## config.mk

```make
export PLATFORM = sky130hd
export DESIGN_NAME = tick_pipeline
export DESIGN_NICKNAME = d
export VERILOG_FILES = /design/src/rtl/tick_pipeline.sv
export SDC_FILE = /design/constraint.sdc
export NUM_CORES = 1
export LEC_CHECK = 0
export CAP_MARGIN = 20
export CORE_MARGIN = 2
export CORE_UTILIZATION = 47
export DETAILED_ROUTE_END_ITERATION = 10
export HOLD_SLACK_MARGIN = 0.12
export PLACE_DENSITY_LB_ADDON = 0.25
export REMOVE_ABC_BUFFERS = 1
export SYNTH_ARGS = -nofsm -noshare
export SYNTH_HDL_FRONTEND = slang
export SYNTH_SLANG_ARGS = --single-unit
```

## constraint.sdc

```tcl
create_clock -name fast_clk -period 3.02 [get_ports fast_clk]
set_input_delay 0.604 -clock fast_clk [delete_from_list [all_inputs] [get_ports fast_clk]]
set_output_delay 0.604 -clock fast_clk [all_outputs]
set_load 0.01 [all_outputs]
```

## src/rtl/tick_pipeline.sv

```systemverilog
// Elastic STAGES-deep pipeline whose stages advance on a divide-by-DIV tick enable.
// Define PIPE_STALL_CNT_EN to add a saturating output-stall counter port (stall_cnt).
module tick_pipeline #(
    parameter int DATA_W = 8,
    parameter int STAGES = 3,
    parameter int DIV    = 4,
    parameter int STEP   = 1
) (
    input  logic                        fast_clk,
    input  logic                        rst,
    input  logic                        in_valid,
    input  logic [DATA_W-1:0]           in_data,
    output logic                        in_ready,
    output logic                        out_valid,
    output logic [DATA_W-1:0]           out_data,
    input  logic                        out_ready,
    output logic                        slow_tick,
`ifdef PIPE_STALL_CNT_EN
    output logic [$clog2(STAGES+1)-1:0] occupancy,
    output logic [15:0]                 stall_cnt
`else
    output logic [$clog2(STAGES+1)-1:0] occupancy
`endif
);

    localparam int                CNT_W   = (DIV > 1) ? $clog2(DIV) : 1;
    localparam int                OCC_W   = $clog2(STAGES + 1);
    localparam logic [CNT_W-1:0]  CNT_MAX = CNT_W'(DIV - 1);
    localparam logic [DATA_W-1:0] STEP_W  = DATA_W'(STEP);

    logic [CNT_W-1:0]  cnt_q;
    logic [CNT_W-1:0]  cnt_d;
    logic [STAGES-1:0] v_q;
    logic [STAGES-1:0] v_d;
    logic [DATA_W-1:0] d_q [STAGES];
    logic [DATA_W-1:0] d_d [STAGES];
    logic [STAGES-1:0] free;
    logic              pop;
    logic              accept;

    always_comb begin
        cnt_d = (cnt_q == CNT_MAX) ? '0 : cnt_q + 1'b1;
    end

    assign slow_tick = (cnt_q == CNT_MAX) && !rst;
    assign out_valid = v_q[STAGES-1];
    assign out_data  = d_q[STAGES-1];
    assign pop       = v_q[STAGES-1] && out_ready;
    assign in_ready  = slow_tick && free[0] && !rst;
    assign accept    = in_valid && in_ready;

    // A stage is free if empty or if it will drain this cycle; the last stage drains on pop
    // at any cycle, inner stages only on a tick, so out_ready ripples back to in_ready.
    always_comb begin : free_chain
        logic [STAGES-1:0] f;
        f = '0;
        f[STAGES-1] = !v_q[STAGES-1] || pop;
        for (int i = STAGES - 2; i >= 0; i--) begin
            f[i] = !v_q[i] || (slow_tick && f[i+1]);
        end
        free = f;
    end

    always_comb begin : stage_next
        logic [STAGES-1:0] fill;
        logic [STAGES-1:0] leave;
        fill  = '0;
        leave = '0;
        v_d   = v_q;
        for (int i = 0; i < STAGES; i++) begin
            d_d[i] = d_q[i];
        end

        fill[0] = accept;
        if (accept) begin
            d_d[0] = in_data;
        end

        for (int i = 0; i < STAGES - 1; i++) begin
            if (slow_tick && v_q[i] && free[i+1]) begin
                leave[i]   = 1'b1;
                fill[i+1]  = 1'b1;
                d_d[i+1]   = d_q[i] + STEP_W;
            end
        end
        leave[STAGES-1] = pop;

        // A refill wins over a departure, so pop-and-refill keeps the stage valid.
        for (int i = 0; i < STAGES; i++) begin
            v_d[i] = fill[i] || (v_q[i] && !leave[i]);
        end
    end

    always_ff @(posedge fast_clk or posedge rst) begin
        if (rst) begin
            cnt_q <= '0;
            v_q   <= '0;
            for (int i = 0; i < STAGES; i++) begin
                d_q[i] <= '0;
            end
        end else begin
            cnt_q <= cnt_d;
            v_q   <= v_d;
            for (int i = 0; i < STAGES; i++) begin
                d_q[i] <= d_d[i];
            end
        end
    end

    always_comb begin
        occupancy = '0;
        for (int i = 0; i < STAGES; i++) begin
            occupancy = occupancy + OCC_W'(v_q[i]);
        end
    end

`ifdef PIPE_STALL_CNT_EN
    logic [15:0] stall_q;
    logic [15:0] stall_d;

    always_comb begin
        stall_d = stall_q;
        if (out_valid && !out_ready && (stall_q != 16'hFFFF)) begin
            stall_d = stall_q + 16'd1;
        end
    end

    always_ff @(posedge fast_clk or posedge rst) begin
        if (rst) begin
            stall_q <= '0;
        end else begin
            stall_q <= stall_d;
        end
    end

    assign stall_cnt = stall_q;
`endif

endmodule

```

==> results by group, run 1 <==
Placed design
  • Placer congestion estimate: 0.737
  • Port-buffer cells: 24
  • Place WS: 0.497 ns
  • Detailed Place HPWL: between 1.5 and 2 mm

Yosys
  • EDFF count, synth: 0
  • Yosys warns: 0
  • Count leader, synth: dfrtp_1
  • Synth top area cells: dfrtp_1, mux2_4, mux2_2
  • Register area share after synthesis: 48.3%
  • Synth Register Bits: 29
  • Top cell type's share of synthesized area: 48.3%
  • Most used DFF post-synth: dfrtp_1
  • Syn_area_per_cell: 11.7 sq um
  • Post-synth top cells: dfrtp_1, a31oi_1, buf_4
  • Cell variety after synth: 31
  • Post-Synthesis Cells: approximately 130
  • Asr flop ratio synth: between 90% and 100%
  • Cell taking the most area after synthesis: dfrtp_1
  • Mapped cell area: 0.00150 sq mm

Finish
  • Layout Nets: 164
  • Number of antenna repair diodes: 0
  • P&R area growth vs syn: 19.4%
  • Ratio of cells with drive above 1 in the final layout: 19.5%

Setup path
  • Critical path peak fanout: 3
  • Critical path buffers and inverters: 2
  • Setup crit end kind: output port
  • CP dominant cell by count: clkdlybuf4s50_1
  • Critical path class: input pin to output port
  • CP top delay family: buffers and inverters
  • Critical-path cell list: clkdlybuf4s50_1 > and2b_1 > o21a_1 > clkdlybuf4s50_1
  • Max incr delay on CP: 0.52 ns
  • Worst EP arrival: 1.91 ns
  • Crit-path slowest cell: clkdlybuf4s50_1
  • CP required: 2.42 ns
  • CP startpoint kind: input pin

Global route
  • GRT overflow: 0
  • First-pass GRT wire length: between 4 and 5 mm
  • GRT Total Usage: 15.3%
  • Largest net degree at the start of global routing: 30
  • Vias in the first global route: ~940
  • Initial antenna violation count: 0

Die
  • Starting density of the core: 49.2%
  • Die Ht: 60.5 microns
  • Die Area: 0.00367 sq mm
  • Chip width: 60.5 microns
  • Standard-cell rows: 20
  • I/O Pins: 25
  • Core area: between 0.003 and 0.004 sq mm

Power and ir drop
  • PwrDens: a little under 700 mW/mm^2
  • Pwr Total: roughly 1.2 mW
  • Leak pwr: 0.752 nW
  • Peak supply drop: approximately 440 uV

STA
  • Period utilization: just over 80%
  • RSZ-0062 raised after global routing: false
  • Worst slew pin tran: 0.354 ns
  • Clock Skews: 0.00873 ns
  • Final-report max-slew violation count: 0
  • Rel. slew slack: between 70% and 80%
  • Tmin final: 2.51 ns
  • Max Clock Freq: approximately 0.40 GHz
  • Setup ws final: 0.508 ns
  • Setup-failing EPs final: 0
  • Post-route setup TNS: 0 ns
  • Hold Violations, Final: 0

Route
  • Antenna viol nets, final: 0
  • 1st-iter DRT viols: 14
  • Via count: 1,001
  • Wire length per cell: 12.3 microns
  • # DRC: 0
  • DRT Pass-1 Iters: 4
  • DRT Wirelength: 2.38 mm
  • Routed vias/inst: 5.19

CTS
  • Max clock buf depth: 2
  • Worst-Skew Late Latency: approximately 0.32 ns
  • TritonCTS clock tree: yes
  • Reg clk slew, reported paths: 0.08 ns
  • Post-CTS resize count: 0
  • # clock sinks: 29
  • Root Buffer Master: clkbuf_4
  • Num CTS Buffers: 5
  • H-tree depth: 2
  • Post-CTS Hold Fix Bufs: 0
  • Post-CTS setup repair buffer count: 0

Status
  • Status: complete, no violations

Min path
  • HP Class: flip-flop to flip-flop

Run
  • Max Cap Viol: 0
==> worst reg2reg max path: cells and delay by family (launching register included) <==
family,cells,cell delay (ns)
flip-flops,1,0.38
multiplexers,1,0.38
buffers and inverters,1,0.17
adder cells (fa/ha/maj),1,0.22
AO/OA/AOI/OAI,1,0.15
AND/OR/NAND/NOR,1,0.18
==> layer usage <==
metal  vias to the layer above  GRT usage (%)  part of all wire, %
met5                         -              0                    0
met2                        23           25.3                   49
met4                         0           4.66                    0
met3                         0           6.40                  5.8
li1                        491              -                    -
met1                       487           18.3                   45
==> metrics by stage <==
stage	hold WS (ns)	util [%]	instance area (sq um)	cells
4_1_cts	0.431	58.8	1790	193
3_5_place_dp	0.419	56.0	1710	185
2_1_floorplan	0.403	-	1390	114
6_report	0.427	58.8	1790	193
5_1_grt	0.472	58.8	1790	193
3_3_place_gp	0.414	56.0	1710	185
==> cell families after synthesis <==
logic type               Yosys count  synth area share (%)
XOR/XNOR                           6                  3.50
buffers and inverters             18                  8.41
AND/OR/NAND/NOR                   29                  11.2
flip-flops                        29                  48.3
AO/OA/AOI/OAI                     26                  11.1
adder cells (fa/ha/maj)            4                  3.83
multiplexers                      16                  13.7
==> placed cells by master, fill, tap and decap left out, types with 2 or more instances in the layout <==
cell type and n:
clkbuf_4 5, xnor2_1 5, nand2_1 7, nand3_1 7, buf_4 3, nand4_1 2
inv_1 4, ha_1 3, dfrtp_1 29, a21oi_1 7, a31oi_1 9, mux2_2 8
clkdlybuf4s50_1 24, mux2_4 7, or3_1 6, o21ai_0 6
==> power breakdown <==
group	leakage, nW	internal [mW]	switching (mW)
clock network	0.0455	0.198	0.130
registers	0.343	0.477	0.0846
logic	0.364	0.208	0.119
total	0.752	0.883	0.333
==> state kept, by name, indices dropped and copies added (netlist names) <==
name / cells
d_q: 16
out_data: 8
v_q: 3
cnt_q: 2
==> layout make-up <==
class | instances | area [sq um]
clock buffer | 7 | 55.1
inverter | 4 | 15.0
tap | 44 | 55.1
multi-input combinational | 81 | 651
clock inverter | 1 | 30.0
fill | 281 | 1260
sequential | 29 | 726
timing repair buffer | 27 | 263
==> path summary, 6_finish.rpt <==
path	startpoint	end	slack, ns	cells after the start
worst max-delay path	rst	in_ready	0.51	4
worst min-delay path	cnt_q[0]$_DFF_PP0_	cnt_q[0]$_DFF_PP0_	0.43	1
worst max register to register	cnt_q[0]$_DFF_PP0_	d_q[22]$_DFFE_PP0P_	1.44	5
worst min register to register	cnt_q[0]$_DFF_PP0_	cnt_q[0]$_DFF_PP0_	0.43	1
max in group asynchronous	rst	d_q[13]$_DFFE_PP0P_	2.07	3
min in group asynchronous	rst	d_q[12]$_DFFE_PP0P_	0.69	3
No activity file was read; power rests on OpenSTA's default activity.
==> run 2, diff against run 1 <==
==> constraint.sdc (replaced) <==
create_clock -name fast_clk -period 2.1 [get_ports fast_clk]
set_input_delay 0.42 -clock fast_clk [delete_from_list [all_inputs] [get_ports fast_clk]]
set_output_delay 0.42 -clock fast_clk [all_outputs]
set_load 0.01 [all_outputs]
==> run 2 against run 1 <==
Core utilization barely moved. Routed wire length fell by 1.5%. Hold slack improved by 0.011 ns. Sequential power rose by 42%. Via count rose by 0.60%. Flip-flop and latch count did not move. Worst setup slack got worse by 0.44 ns. Critical path depth fell by 1. Cell count rose by 1.6%. Sequential share of layout area barely moved. First-iteration DRC count rose by 14%. Count of clock-buffer cells in the layout did not move.
==> results by group, run 2 (same netlist as run 1, synthesis figures left out) <==
Route
  • Via count: between 1,000 and 1,500
  • Wire length per cell: between 10 and 15 microns
  • DRT Wirelength: 2.34 mm
  • Routed vias/inst: between 5 and 6
  • # DRC: 0
  • DRT Pass-1 Iters: 4
  • 1st-iter DRT viols: 16
  • Antenna viol nets, final: 0

Setup path
  • R2R cell count: 5
  • Capturing point of the worst reg2reg path: out_data[1]$_DFFE_PP0P_
  • Reg2reg start: cnt_q[0]$_DFF_PP0_
  • Worst EP arrival: 1.61 ns
  • Critical-path cell list: clkdlybuf4s50_1 > and2b_1 > clkdlybuf4s50_1
  • CP startpoint kind: input pin
  • Setup crit end kind: output port
  • CP required: 1.68 ns
  • CP top delay family: buffers and inverters
  • CP dominant cell by count: clkdlybuf4s50_1
  • Reg2Reg Setup Slack: 0.50 ns
  • Critical path class: input pin to output port
  • Critical path buffers and inverters: 2
  • Max incr delay on CP: 0.54 ns
  • Crit-path slowest cell: clkdlybuf4s50_1
  • Worst path depth: 3
  • Critical path peak fanout: 3

CTS
  • Max clock buf depth: 2
  • Reg clk slew, reported paths: roughly 0.08 ns
  • H-tree depth: 2
  • # clock sinks: 29
  • Num CTS Buffers: 5
  • Root Buffer Master: clkbuf_4
  • TritonCTS clock tree: yes
  • Post-CTS Hold Fix Bufs: 0
  • Worst-Skew Late Latency: 0.32 ns

STA
  • Hold Violations, Final: 0
  • Post-route setup TNS: 0 ns
  • Fin Hold WS: 0.438 ns
  • Clock Skews: 0.00347 ns
  • Max Clock Freq: 0.493 GHz
  • Period utilization: 96.6%
  • Setup-failing EPs final: 0
  • Tmin final: 2.03 ns
  • Final-report max-slew violation count: 0
  • Worst slew pin tran: 0.373 ns
  • Rel. slew slack: about three quarters
  • Setup ws final: between 0.07 and 0.08 ns
  • RSZ-0062 raised after global routing: false

Min path
  • Worst Hold End: cnt_q[0]$_DFF_PP0_
  • Worst hold start: cnt_q[0]$_DFF_PP0_
  • WHS Path Cells: 1
  • HP Class: flip-flop to flip-flop

Run
  • Max Cap Viol: 0

Placed design
  • Placer congestion estimate: 0.755
  • Port-buffer cells: 24
  • Placed instance count: between 150 and 200
  • Placed Area: approximately 0.0017 sq mm
  • Detailed Place HPWL: around 1.8 mm
  • Place WS: -0.0524 ns

Finish
  • Most common library cell in the layout ignoring fill and taps: dfrtp_1
  • Design Area, Final: 0.00180 sq mm
  • Fill count: 281
  • Ratio of cells with drive above 1 in the final layout: 21.7%
  • Number of antenna repair diodes: 0
  • Layout Nets: 168
  • Largest Register: d_q
  • P&R area growth vs syn: 19.5%
  • Number of flip-flops in the largest register: 16
  • Area taken by multi-input logic gates: 651 sq um
  • Register area: roughly 730 sq um
  • Fin cells: 196
  • Most frequent cells in the layout: dfrtp_1, clkdlybuf4s50_1, a31oi_1, mux2_2

Status
  • Status: complete, no violations

Global route
  • GRT Total Usage: 15.6%
  • GRT overflow: 0
  • Largest net degree at the start of global routing: 12
  • Initial antenna violation count: 0
  • Vias in the first global route: between 900 and 1,000
  • First-pass GRT wire length: approximately 4.1 mm

Die
  • Chip width: 60.5 microns
  • Starting density of the core: 49.2%
  • Core area: 0.00305 sq mm
  • I/O Pins: 25
  • Die Area: 0.00367 sq mm
  • Standard-cell rows: 20
  • Die Ht: slightly above 60 microns

Power and ir drop
  • Peak supply drop: 455 uV
  • Leak pwr: 0.778 nW
  • PwrDens: 900 mW/mm^2
-- run 2: cell types whose count changed in the layout (fill, tap and decap cells not counted) --
| cell | delta |
|---|---|
| dfrtp_1 | -1 |
| dlygate4sd2_1 | +2 |
| dfrtp_2 | +1 |
| buf_4 | +4 |
| dlymetal6s2s_1 | +1 |
| bufinv_16 | -1 |
| clkdlybuf4s50_1 | -3 |
-- run 2: cell type report --
cell class / count / share of cell area, %
well taps: 44 / 3.07
clock buffers: 7 / 3.07
multi-input cells: 81 / 36.2
inverters: 4 / 0.836
repair buffers: 31 / 16.3
flip-flops and latches: 29 / 40.5
-- run 2: repair_timing --
action	CTS	global route
hold endpoints to repair	0	0
buffers inserted	1	0
pin swaps	0	0
gates resized for setup	3	1
setup endpoints to repair	3	1
-- run 2: metrics by stage --
step,utilization (%),power [mW]
after global placement,56.7,1.28
after global routing,58.8,1.73
after floorplan,-,1.08
final,58.8,1.62
after CTS,58.7,1.64
after detailed placement,56.7,1.30
-- run 2: routing by layer --
| layer | GRT usage (%) | part of all wire, % |
|---|---|---|
| met5 | 0 | 0 |
| met4 | 7.45 | 1.8 |
| met3 | 6.61 | 5.8 |
| met2 | 26.1 | 48 |
| met1 | 17.2 | 44 |
-- run 2: how the worst max path moves through the flow --
stage                        from                      end  slack, ns
2_1_floorplan  cnt_q[0]$_DFF_PP0_  out_data[1]$_DFFE_PP0P_       0.51
3_3_place_gp                  rst                 in_ready      -0.01
3_5_place_dp                  rst                 in_ready      -0.05
4_1_cts          v_q[2]$_DFF_PP0_             occupancy[1]      0.009
5_1_grt        cnt_q[0]$_DFF_PP0_                slow_tick       0.01
6_report                      rst                slow_tick       0.07
-- run 2: power by group --
group | leakage [nW] | switching (mW) | total (mW) | internal, mW
registers | 0.341 | 0.113 | 0.799 | 0.686
logic | 0.406 | 0.176 | 0.477 | 0.301
clock network | 0.0314 | 0.181 | 0.339 | 0.158
total | 0.778 | 0.470 | 1.62 | 1.15
